$ cat config.mk
export PLATFORM = sky130hd
export DESIGN_NAME = fb_arbiter
export DESIGN_NICKNAME = d
export VERILOG_FILES = /design/src/rtl/vga_pkg.sv /design/src/rtl/fb_starve_timer.sv /design/src/rtl/fb_arbiter.sv
export SDC_FILE = /design/constraint.sdc
export NUM_CORES = 1
export LEC_CHECK = 0
export BUFFER_PORTS_ARGS = -buffer_cell sky130_fd_sc_hd__buf_2
export CORE_MARGIN = 1
export CORE_UTILIZATION = 46
export DETAILED_ROUTE_END_ITERATION = 8
export GPL_TIMING_DRIVEN = 0
export PLACE_DENSITY = 0.84
export SETUP_SLACK_MARGIN = 0.05
export SKIP_CTS_REPAIR_TIMING = 1
export SLEW_MARGIN = 10
export SYNTH_ARGS = -nofsm -noshare
export SYNTH_HDL_FRONTEND = slang
export SYNTH_SLANG_ARGS = --single-unit
export TNS_END_PERCENT = 10
$ cat constraint.sdc
create_clock -name clk -period 3.6 [get_ports clk]
set_input_delay 0 -clock clk [delete_from_list [all_inputs] [get_ports clk]]
set_output_delay 0 -clock clk [all_outputs]
set_load 0.01 [all_outputs]
$ cat src/rtl/vga_pkg.sv
// Shared framebuffer types: default address/pixel widths and the arbiter
// mem-stage ownership encoding.
package vga_pkg;

    localparam int FB_ADDR_W = 19;
    localparam int FB_DATA_W = 6;

    typedef logic [FB_DATA_W-1:0] pixel_t;
    typedef logic [FB_ADDR_W-1:0] fb_addr_t;

    typedef enum logic [1:0] {
        ARB_IDLE = 2'd0,
        ARB_DISP = 2'd1,
        ARB_WR   = 2'd2
    } arb_state_t;

endpackage

$ cat src/rtl/fb_starve_timer.sv
// Saturating writer wait counter; sat is high once LIMIT waiting cycles
// have accumulated and stays high until clr.
module fb_starve_timer #(
    parameter int LIMIT = 16
) (
    input  logic clk,
    input  logic rst,
    input  logic inc,
    input  logic clr,
    output logic sat
);

    localparam int CW = $clog2(LIMIT + 1);
    localparam logic [CW-1:0] LIMIT_C = CW'(LIMIT);

    logic [CW-1:0] cnt;

    always_ff @(posedge clk or posedge rst) begin
        if (rst) begin
            cnt <= '0;
        end else if (clr) begin
            cnt <= '0;
        end else if (inc && !sat) begin
            cnt <= cnt + 1'b1;
        end
    end

    assign sat = (cnt == LIMIT_C);

endmodule

$ cat src/rtl/fb_arbiter.sv
// Single-port framebuffer SRAM arbiter between display scan-out and a writer.
// Optional writer starvation guard enabled by defining FB_ARB_STARVE_GUARD_EN.
module fb_arbiter
    import vga_pkg::*;
#(
    parameter int ADDR_W       = FB_ADDR_W,
    parameter int DATA_W       = FB_DATA_W,
    parameter int STARVE_LIMIT = 16
) (
    input  logic              clk,
    input  logic              rst,
    input  logic              disp_req,
    input  logic [ADDR_W-1:0] disp_addr,
    output logic              disp_gnt,
    output logic              disp_rvalid,
    output logic [DATA_W-1:0] disp_rdata,
    output logic              disp_miss,
    input  logic              wr_valid,
    input  logic [ADDR_W-1:0] wr_addr,
    input  logic [DATA_W-1:0] wr_data,
    output logic              wr_ready,
    output logic              mem_en,
    output logic              mem_we,
    output logic [ADDR_W-1:0] mem_addr,
    output logic [DATA_W-1:0] mem_wdata,
    input  logic [DATA_W-1:0] mem_rdata,
    output arb_state_t        arb_state
);

    // Handshake: a request is taken in any cycle where req/valid and gnt/ready
    // are both high; the requester holds address/data stable until then, and
    // the arbiter samples them only in that cycle.

    if (STARVE_LIMIT < 1) begin : g_bad_starve_limit
    end

    arb_state_t        arb_next;
    logic              force_wr;
    logic [DATA_W-1:0] rdata_q;

`ifdef FB_ARB_STARVE_GUARD_EN
    logic starve_sat;

    fb_starve_timer #(
        .LIMIT(STARVE_LIMIT)
    ) u_starve_timer (
        .clk (clk),
        .rst (rst),
        .inc (wr_valid && !wr_ready),
        .clr (wr_ready || !wr_valid),
        .sat (starve_sat)
    );

    assign force_wr  = starve_sat && wr_valid;
    assign disp_miss = !rst && disp_req && force_wr;
`else
    assign force_wr  = 1'b0;
    assign disp_miss = 1'b0;
`endif

    // Grants are gated by rst so nothing is accepted while reset is held.
    assign disp_gnt = !rst && disp_req && !force_wr;
    assign wr_ready = !rst && wr_valid && (force_wr || !disp_req);

    always_comb begin
        arb_next = ARB_IDLE;
        if (disp_gnt) begin
            arb_next = ARB_DISP;
        end else if (wr_ready) begin
            arb_next = ARB_WR;
        end
    end

    always_ff @(posedge clk or posedge rst) begin
        if (rst) begin
            arb_state <= ARB_IDLE;
        end else begin
            arb_state <= arb_next;
        end
    end

    always_ff @(posedge clk or posedge rst) begin
        if (rst) begin
            mem_en    <= 1'b0;
            mem_we    <= 1'b0;
            mem_addr  <= '0;
            mem_wdata <= '0;
        end else begin
            mem_en <= disp_gnt || wr_ready;
            mem_we <= wr_ready;
            if (wr_ready) begin
                mem_addr  <= wr_addr;
                mem_wdata <= wr_data;
            end else if (disp_gnt) begin
                mem_addr <= disp_addr;
            end
        end
    end

    // A read owning the mem stage returns SRAM data on the following cycle.
    always_ff @(posedge clk or posedge rst) begin
        if (rst) begin
            disp_rvalid <= 1'b0;
            rdata_q     <= '0;
        end else begin
            disp_rvalid <= (arb_state == ARB_DISP);
            if (disp_rvalid) begin
                rdata_q <= mem_rdata;
            end
        end
    end

    assign disp_rdata = disp_rvalid ? mem_rdata : rdata_q;

endmodule

# ---- Word level (Yosys, flattened, before mapping)
# Cells that the tools add are included.
# W data, S select, Z words.
dict set report totals {
  ff_bits 36
  out_inout_bits 39
}
dict set report classes {
  eq_ne 1
  muxes 5
  n_reduce_logical 7
}
# operator count
set op_table {}
lappend op_table {{$mux W19} 2}
lappend op_table {{$mux W6} 1}
lappend op_table {{$mux W2} 2}
lappend op_table {{$logic_and A1 B1 Y1} 3}
lappend op_table {{$eq A2 B1 Y1 const B} 1}
lappend op_table {{$logic_not A1 Y1} 2}
lappend op_table {{$reduce_bool A2 Y1} 1}
lappend op_table {{$logic_or A1 B1 Y1} 1}

# ---- Depth between registers and ports, before layout
# Gate-level depths: netlist of run 1.
dict set report logic_depth {
  word_depth 5
  ltp_mapped 4
  mapped_depth_nobuf 2
}

# ---- Worst setup path after synthesis of run 1
# Ideal clock, no wire load.
dict set report synth_timing {
  kind {register -> register}
  from {register disp_rvalid}
  to {register rdata_q[0]}
  setup_ns 0.138
  t_arrival_ns 1.005
  required_time_ns 3.462
  setup_slack_ns 2.457
  path_stages_with_launch 3
  period_less_slack_ns 1.143
  path_cell_list {dfrtp_1 > clkbuf_1 > mux2_2}
}
dict set report synth_between {
  elab_chain_len 1
}
# item line
set synth_lines {}
lappend synth_lines {{start, declared} fb_arbiter.sv:15} ;# output logic disp_rvalid,
lappend synth_lines {{start signal, assigned} fb_arbiter.sv:106} ;# disp_rvalid <= (arb_state == ARB_DISP);
lappend synth_lines {{$mux W6} n/a}
lappend synth_lines {{via disp_rdata[0]} fb_arbiter.sv:16} ;# output logic [DATA_W-1:0] disp_rdata,
lappend synth_lines {{end signal, assigned} fb_arbiter.sv:108} ;# rdata_q <= mem_rdata;
lappend synth_lines {{end, declared} fb_arbiter.sv:39} ;# logic [DATA_W-1:0] rdata_q;
# The timed path passes the listed nets, and every way through them passes these cells.
# A chain may end at the register's enable or synchronous reset.

# ---- Worst setup path after layout of run 1
dict set report layout_timing {
  from {input rst}
  to {register mem_addr[9]}
}
dict set report layout_between {
  elab_chain_len 4
}
# item line
set layout_lines {}
lappend layout_lines {{start, declared} fb_arbiter.sv:11} ;# input logic rst,
lappend layout_lines {{$logic_not A1 Y1 (no source line) *} n/a}
lappend layout_lines {{$logic_and A1 B1 Y1 (2 in series)} fb_arbiter.sv:63} ;# assign wr_ready = !rst && wr_valid && (force_wr || !disp_req);
lappend layout_lines {{$mux W19 / $reduce_bool A2 Y1 (equally long branches)} n/a}
lappend layout_lines {{end signal, assigned} fb_arbiter.sv:92} ;# mem_addr <= wr_addr;
lappend layout_lines {{end signal, assigned} fb_arbiter.sv:95} ;# mem_addr <= disp_addr;
lappend layout_lines {{end, declared} fb_arbiter.sv:24} ;# output logic [ADDR_W-1:0] mem_addr,
# Mark *: on every way between the ends. The rest lies on a longest branch, timed or not.

==> results.sh, run 1 <==
export IMPL_crit_slowest_cell="dlygate4sd3_1"
export IMPL_worst_slew_pin_slew_ps=713
export IMPL_drc=0
export IMPL_clock_sinks=36
export IMPL_synth_area_per_cell_sq_um=10.9
export IMPL_violations="negative hold slack"
export IMPL_initial_core_util=0.500
export IMPL_rsz0062_at_grt="no"
export IMPL_wl_per_cell_microns=14.2
export IMPL_port_buffers=90
export IMPL_cpMostUsedCell="dlygate4sd3_1"
export IMPL_clkTransAtPathRegs_ps=110
export IMPL_switchingPower_uw=292
export IMPL_cp_max_fo=10
export IMPL_hold_class="in -> reg"
export IMPL_rows=20
export IMPL_layout_commonest_cell="buf_2"
export IMPL_grt_pass1_vias=1279
export IMPL_setup_violations=0
export IMPL_dp_hpwl_mm=2.65
export IMPL_final_cell_mix="95 x buf_2, 52 x dlygate4sd3_1, 39 x inv_1"
export IMPL_drtIter0Drc=97
export IMPL_ys_ff_latch=36
export IMPL_static_leakage_power_nw=1.44
export IMPL_die_y_microns=60.3
export IMPL_drt_first_pass_iters=7
export IMPL_crit_arrival_ps=2130
export IMPL_routed_wirelength_mm=4.80
export IMPL_multi_input_area_sq_um=453
export IMPL_finalNonFillerCells=338
export IMPL_die_area_sq_um=3630
export IMPL_grt_ovfl_total=0
export IMPL_crit_buf_inv=4
export IMPL_p_sw_frac=0.276
export IMPL_crit_type="in -> reg"
export IMPL_max_freq_mhz=542
export IMPL_yosysWarnings=0
export IMPL_end_kind="register"
export IMPL_cp_data_required_time_ps=3880
export IMPL_ant_nets=0
export IMPL_fin_nets=347
export IMPL_synth_cell_types=13
export IMPL_cts_tree="yes"
export IMPL_viasPerCell=4.88
export IMPL_htreeDepth=2
export IMPL_skew_ps=0.603
export IMPL_nFillCells=182
export IMPL_clkLatencyLatePin_ps=340
export IMPL_syn_nets=198
export IMPL_drv_cap=0
export IMPL_peakVddDrop_uv=259
export IMPL_status="finished, violations left"
export IMPL_tns_ps=0
export IMPL_coreArea_sq_um=3130
export IMPL_timing_final_crit_share=0.513
export IMPL_max_clock_path_buffers=2
export IMPL_root_buffer="clkbuf_4"
export IMPL_power_internal_uw=767
export IMPL_p_per_area_nw_per_um2=397
export IMPL_hold_slack_ps=-25.1
export IMPL_drive_gt1_frac=0.408
export IMPL_fp_dieW_microns=60.3
export IMPL_slew_violations=0
export IMPL_io_pin_count=93
export IMPL_gp_congestion=0.680
export IMPL_antenna_found_initial=0
export IMPL_grt_use_total=0.204
export IMPL_hold_viol_final=2
export IMPL_synthCells=144
export IMPL_period_needed_ps=1850
export IMPL_cts_buffers=5
export IMPL_path_cells="dlygate4sd3_1 > buf_4 > clkbuf_1 > nor2_1 > a222oi_1 > dlygate4sd3_1"
export IMPL_vias=1648
export IMPL_grt_pass1_wl_mm=5.28
export IMPL_dp_cells=278
export IMPL_cpPeakStageDelay_ps=590
export IMPL_relSlewSlack=0.524
export IMPL_critPathTopFamily="buffers and inverters"
export IMPL_antenna_cells=0
export IMPL_p_clk_frac=0.263
export IMPL_grt_start_max_net_pins=37
export IMPL_ys_seq_area_frac=0.576
export IMPL_area_growth_pct=70.8
export IMPL_seq_area_sq_um=901
export IMPL_p_seq_frac=0.458
export IMPL_synth_area_sq_um=1560
export IMPL_combPwrFrac=0.279
export IMPL_startpoint_type="primary input"
routing by layer:
layer | wire length [microns] | part of all wire | global-route usage | vias to the layer above
met5 | 0 | 0 | 0 | -
met4 | 31 | 0.0065 | 0.0698 | 0
met3 | 342 | 0.071 | 0.0736 | 6
met2 | 2630 | 0.55 | 0.361 | 82
met1 | 1800 | 0.37 | 0.222 | 789
li1 | - | - | - | 771
cell usage after synthesis:
library cell	n	area [sq um]
nor3b_1	1	7.51
a222oi_1	19	190
clkbuf_1	3	11.3
nor2_1	19	71.3
nor2b_1	3	18.8
dfrtp_1	36	901
mux2_2	12	135
buf_4	3	22.5
o21bai_1	1	7.51
buf_2	5	25.0
conb_1	1	3.75
inv_1	40	150
nor3b_4	1	18.8
tightest hold or removal path, stage by stage:
cell and delay, ps:
buf_2 90, nor2_1 90, a222oi_1 90
path summary, 6_finish.rpt:
path	startpoint	end	slack, ps	cells after the start
min in group asynchronous	rst	mem_addr[6]$_DFFE_PP0P_	680	4
worst max register to register	mem_addr[2]$_DFFE_PP0P_	mem_addr[2]$_DFFE_PP0P_	2160	3
worst min-delay path	wr_addr[0]	mem_addr[0]$_DFFE_PP0P_	-30	3
max in group asynchronous	rst	mem_addr[8]$_DFFE_PP0P_	2460	4
worst max-delay path	rst	mem_addr[9]$_DFFE_PP0P_	1750	6
worst min register to register	arb_state[1]$_DFF_PP0_	disp_rvalid$_DFF_PP0_	420	1
cell families (layout without fill, tap and decap cells):
group / count (synthesis) / count (layout) / synth area share
muxes: 12 / 12 / 0.0865
and+or+nand+nor: 24 / 24 / 0.0745
AOI/OAI and AO/OA: 20 / 20 / 0.127
other: 1 / 1 / 0.00240
buffers and inverters: 51 / 201 / 0.134
DFF: 36 / 36 / 0.576
cell type report:
class	count	share of cell area
repair buffers	142	0.364
clock buffers	5	0.0141
flip-flops and latches	36	0.338
well taps	44	0.0206
multi-input cells	57	0.170
inverters	40	0.0563
plain buffers	11	0.0220
clock inverters	3	0.0159
power by group through the flow:
stage / clock network (mW) / registers [mW] / logic, mW
after floorplan: 0 / 0.510 / 0.100
after global placement: 0 / 0.487 / 0.218
after detailed placement: 0 / 0.490 / 0.225
after CTS: 0.282 / 0.482 / 0.225
after global routing: 0.304 / 0.490 / 0.323
final: 0.278 / 0.485 / 0.296
state kept, by name (all words and copies together), names as in the netlist:
| name | cells |
|---|---|
| disp_rvalid | 1 |
| mem_addr | 19 |
| mem_wdata | 6 |
| mem_en | 1 |
| arb_state | 2 |
| rdata_q | 6 |
| mem_we | 1 |
stage by stage:
stage | util | cell area [sq um] | hold slack, ps | total power [mW] | setup WS [ps]
after floorplan | - | 1560 | 46.0 | 0.610 | 2430
after global placement | 0.661 | 2070 | 232 | 0.705 | 1980
after detailed placement | 0.661 | 2070 | 239 | 0.714 | 2480
after CTS | 0.687 | 2150 | -120 | 0.989 | 2100
after global routing | 0.853 | 2670 | 4.90 | 1.12 | 1620
final | 0.853 | 2670 | -25.1 | 1.06 | 1750
No activity file was read; power rests on OpenSTA's default activity.
==> run 2, diff against run 1 <==
- CORE_UTILIZATION: 46 -> 43
- PLACE_DENSITY: 0.84 -> 0.79
- clock period: 3.6 -> 1.7 ns (I/O delays scaled with it)
==> results.sh, run 2 (synthesis gave the netlist of run 1 again) <==
export IMPL_rsz0062_at_grt="no"
export IMPL_peakVddDrop_uv=506
export IMPL_max_clock_path_buffers=2
export IMPL_rrSetupSlack_ps=210
export IMPL_top_register="mem_addr"
export IMPL_area_growth_pct=68.8
export IMPL_antenna_cells=0
export IMPL_period_needed_ps=1540
export IMPL_skew_ps=6.52
export IMPL_grt_pass1_vias=1264
export IMPL_p_clk_frac=0.213
export IMPL_grt_ovfl_total=0
export IMPL_combPwrFrac=0.299
export IMPL_crit_type="reg -> out"
export IMPL_hold_depth=3
export IMPL_violations="negative hold slack"
export IMPL_cp_max_fo=6
export IMPL_routed_wirelength_mm=4.71
export IMPL_cp_data_required_time_ps=1700
export IMPL_power_mw=2.09
export IMPL_cts_buffers=5
export IMPL_cpPeakStageDelay_ps=400
export IMPL_relSlewSlack=0.514
export IMPL_end_kind="output port"
export IMPL_gp_congestion=0.760
export IMPL_top_regs="mem_addr x19, mem_wdata x6, rdata_q x6"
export IMPL_setup_slack_ps=159
export IMPL_power_internal_mw=1.47
export IMPL_static_leakage_power_nw=1.43
export IMPL_hold_slack_ps=-41.4
export IMPL_slew_violations=0
export IMPL_die_y_microns=62.3
export IMPL_wl_met3_microns=347
export IMPL_switchingPower_uw=613
export IMPL_hold_start="wr_addr[11]"
export IMPL_reg2reg_from="mem_addr[5]$_DFFE_PP0P_"
export IMPL_clkTransAtPathRegs_ps=110
export IMPL_port_buffers=90
export IMPL_dp_slack_ps=560
export IMPL_crit_arrival_ps=1540
export IMPL_p_sw_frac=0.294
export IMPL_vias=1646
export IMPL_coreArea_sq_um=3420
export IMPL_p_per_area_nw_per_um2=791
export IMPL_fp_dieW_microns=62.3
export IMPL_setup_violations=0
export IMPL_largest_register_ff_count=19
export IMPL_worst_slew_pin_slew_ps=728
export IMPL_r2r_end="mem_addr[5]$_DFFE_PP0P_"
export IMPL_reg2reg_depth=3
export IMPL_dr_wl_met2_mm=2.35
export IMPL_viasPerCell=4.86
export IMPL_startpoint_type="register"
export IMPL_drt_first_pass_iters=8
export IMPL_initial_core_util=0.458
export IMPL_io_pin_count=93
export IMPL_root_buffer="clkbuf_4"
export IMPL_critPathTopFamily="buffers and inverters"
export IMPL_clock_sinks=36
export IMPL_grt_use_total=0.189
export IMPL_drc=0
export IMPL_wirelength_met1_mm=1.90
export IMPL_drtIter0Drc=138
export IMPL_p_seq_frac=0.488
export IMPL_tns_ps=0
export IMPL_fin_util=0.772
export IMPL_status="finished, violations left"
export IMPL_max_freq_mhz=649
export IMPL_ant_nets=0
export IMPL_rows=21
export IMPL_cts_tree="yes"
export IMPL_fin_nets=346
export IMPL_hold_viol_final=3
export IMPL_clkLatencyLatePin_ps=340
export IMPL_die_area_sq_um=3880
export IMPL_antenna_found_initial=0
export IMPL_crit_slowest_cell="mux2_2"
export IMPL_drive_gt1_frac=0.410
export IMPL_grt_start_max_net_pins=37
export IMPL_drv_cap=0
export IMPL_htreeDepth=2
export IMPL_wl_per_cell_microns=13.9
export IMPL_highest_layer="met4"
export IMPL_crit_buf_inv=2
export IMPL_path_cells="clkbuf_1 > mux2_2 > buf_2"
export IMPL_hold_end="mem_addr[11]$_DFFE_PP0P_"
export IMPL_final_cell_mix="95 x buf_2, 51 x dlygate4sd3_1, 39 x inv_1"
export IMPL_layout_commonest_cell="buf_2"
export IMPL_dp_hpwl_mm=2.53
export IMPL_timing_final_crit_share=0.907
export IMPL_hold_class="in -> reg"
export IMPL_grt_pass1_wl_mm=5.66
run 2: cell types whose count changed in the layout (fill, tap and decap cells not counted), sizes merged:
cell,previous run,this run
dlygate4sd3,52,51
bufinv,1,0
clkinv,1,3
clkinvlp,1,0
run 2: through the flow:
stage               instance area (sq um)  instances
floorplan                            1560        144
global placement                     2070        280
detailed placement                   2070        280
CTS                                  2130        288
global route                         2640        339
finish                               2640        339
run 2: layout make-up:
cell class              instances  area, sq um
plain buffers                  11         58.8
clock buffers                   5         37.5
clock inverters                 3         18.8
flip-flops and latches         36          901
multi-input cells              57          453
repair buffers                141          961
well taps                      46         57.6
fillers                       215          778
inverters                      40          150
run 2: worst reg2reg max path, delay by kind of cell, from the launching register on:
kind                   cells  cell delay [ps]
flip-flops                 1              380
AO/OA/AOI/OAI              1              390
buffers and inverters      2              670
run 2: routing by layer:
metal	vias to the layer above	GRT usage
li1	774	-
met1	760	0.228
met2	96	0.312
met3	16	0.0699
met4	0	0.0610
met5	-	0
run 2: power groups by stage:
| stage | combinational [mW] | clock [mW] | sequential [mW] |
|---|---|---|---|
| after global routing | 0.675 | 0.497 | 1.03 |
| after floorplan | 0.212 | 0 | 1.08 |
| after CTS | 0.475 | 0.455 | 1.02 |
| final | 0.623 | 0.444 | 1.02 |
| after global placement | 0.466 | 0 | 1.03 |
| after detailed placement | 0.476 | 0 | 1.03 |
run 2: worst max-delay path by stage:
| stage | startpoint | to | depth (start not counted) |
|---|---|---|---|
| floorplan | rst | arb_state[0]$_DFF_PP0_ | 3 |
| global placement | rst | mem_wdata[4]$_DFFE_PP0P_ | 3 |
| detailed placement | disp_rvalid$_DFF_PP0_ | disp_rdata[0] | 3 |
| CTS | disp_rvalid$_DFF_PP0_ | disp_rdata[0] | 3 |
| global route | disp_rvalid$_DFF_PP0_ | disp_rdata[4] | 3 |
| finish | disp_rvalid$_DFF_PP0_ | disp_rdata[1] | 3 |
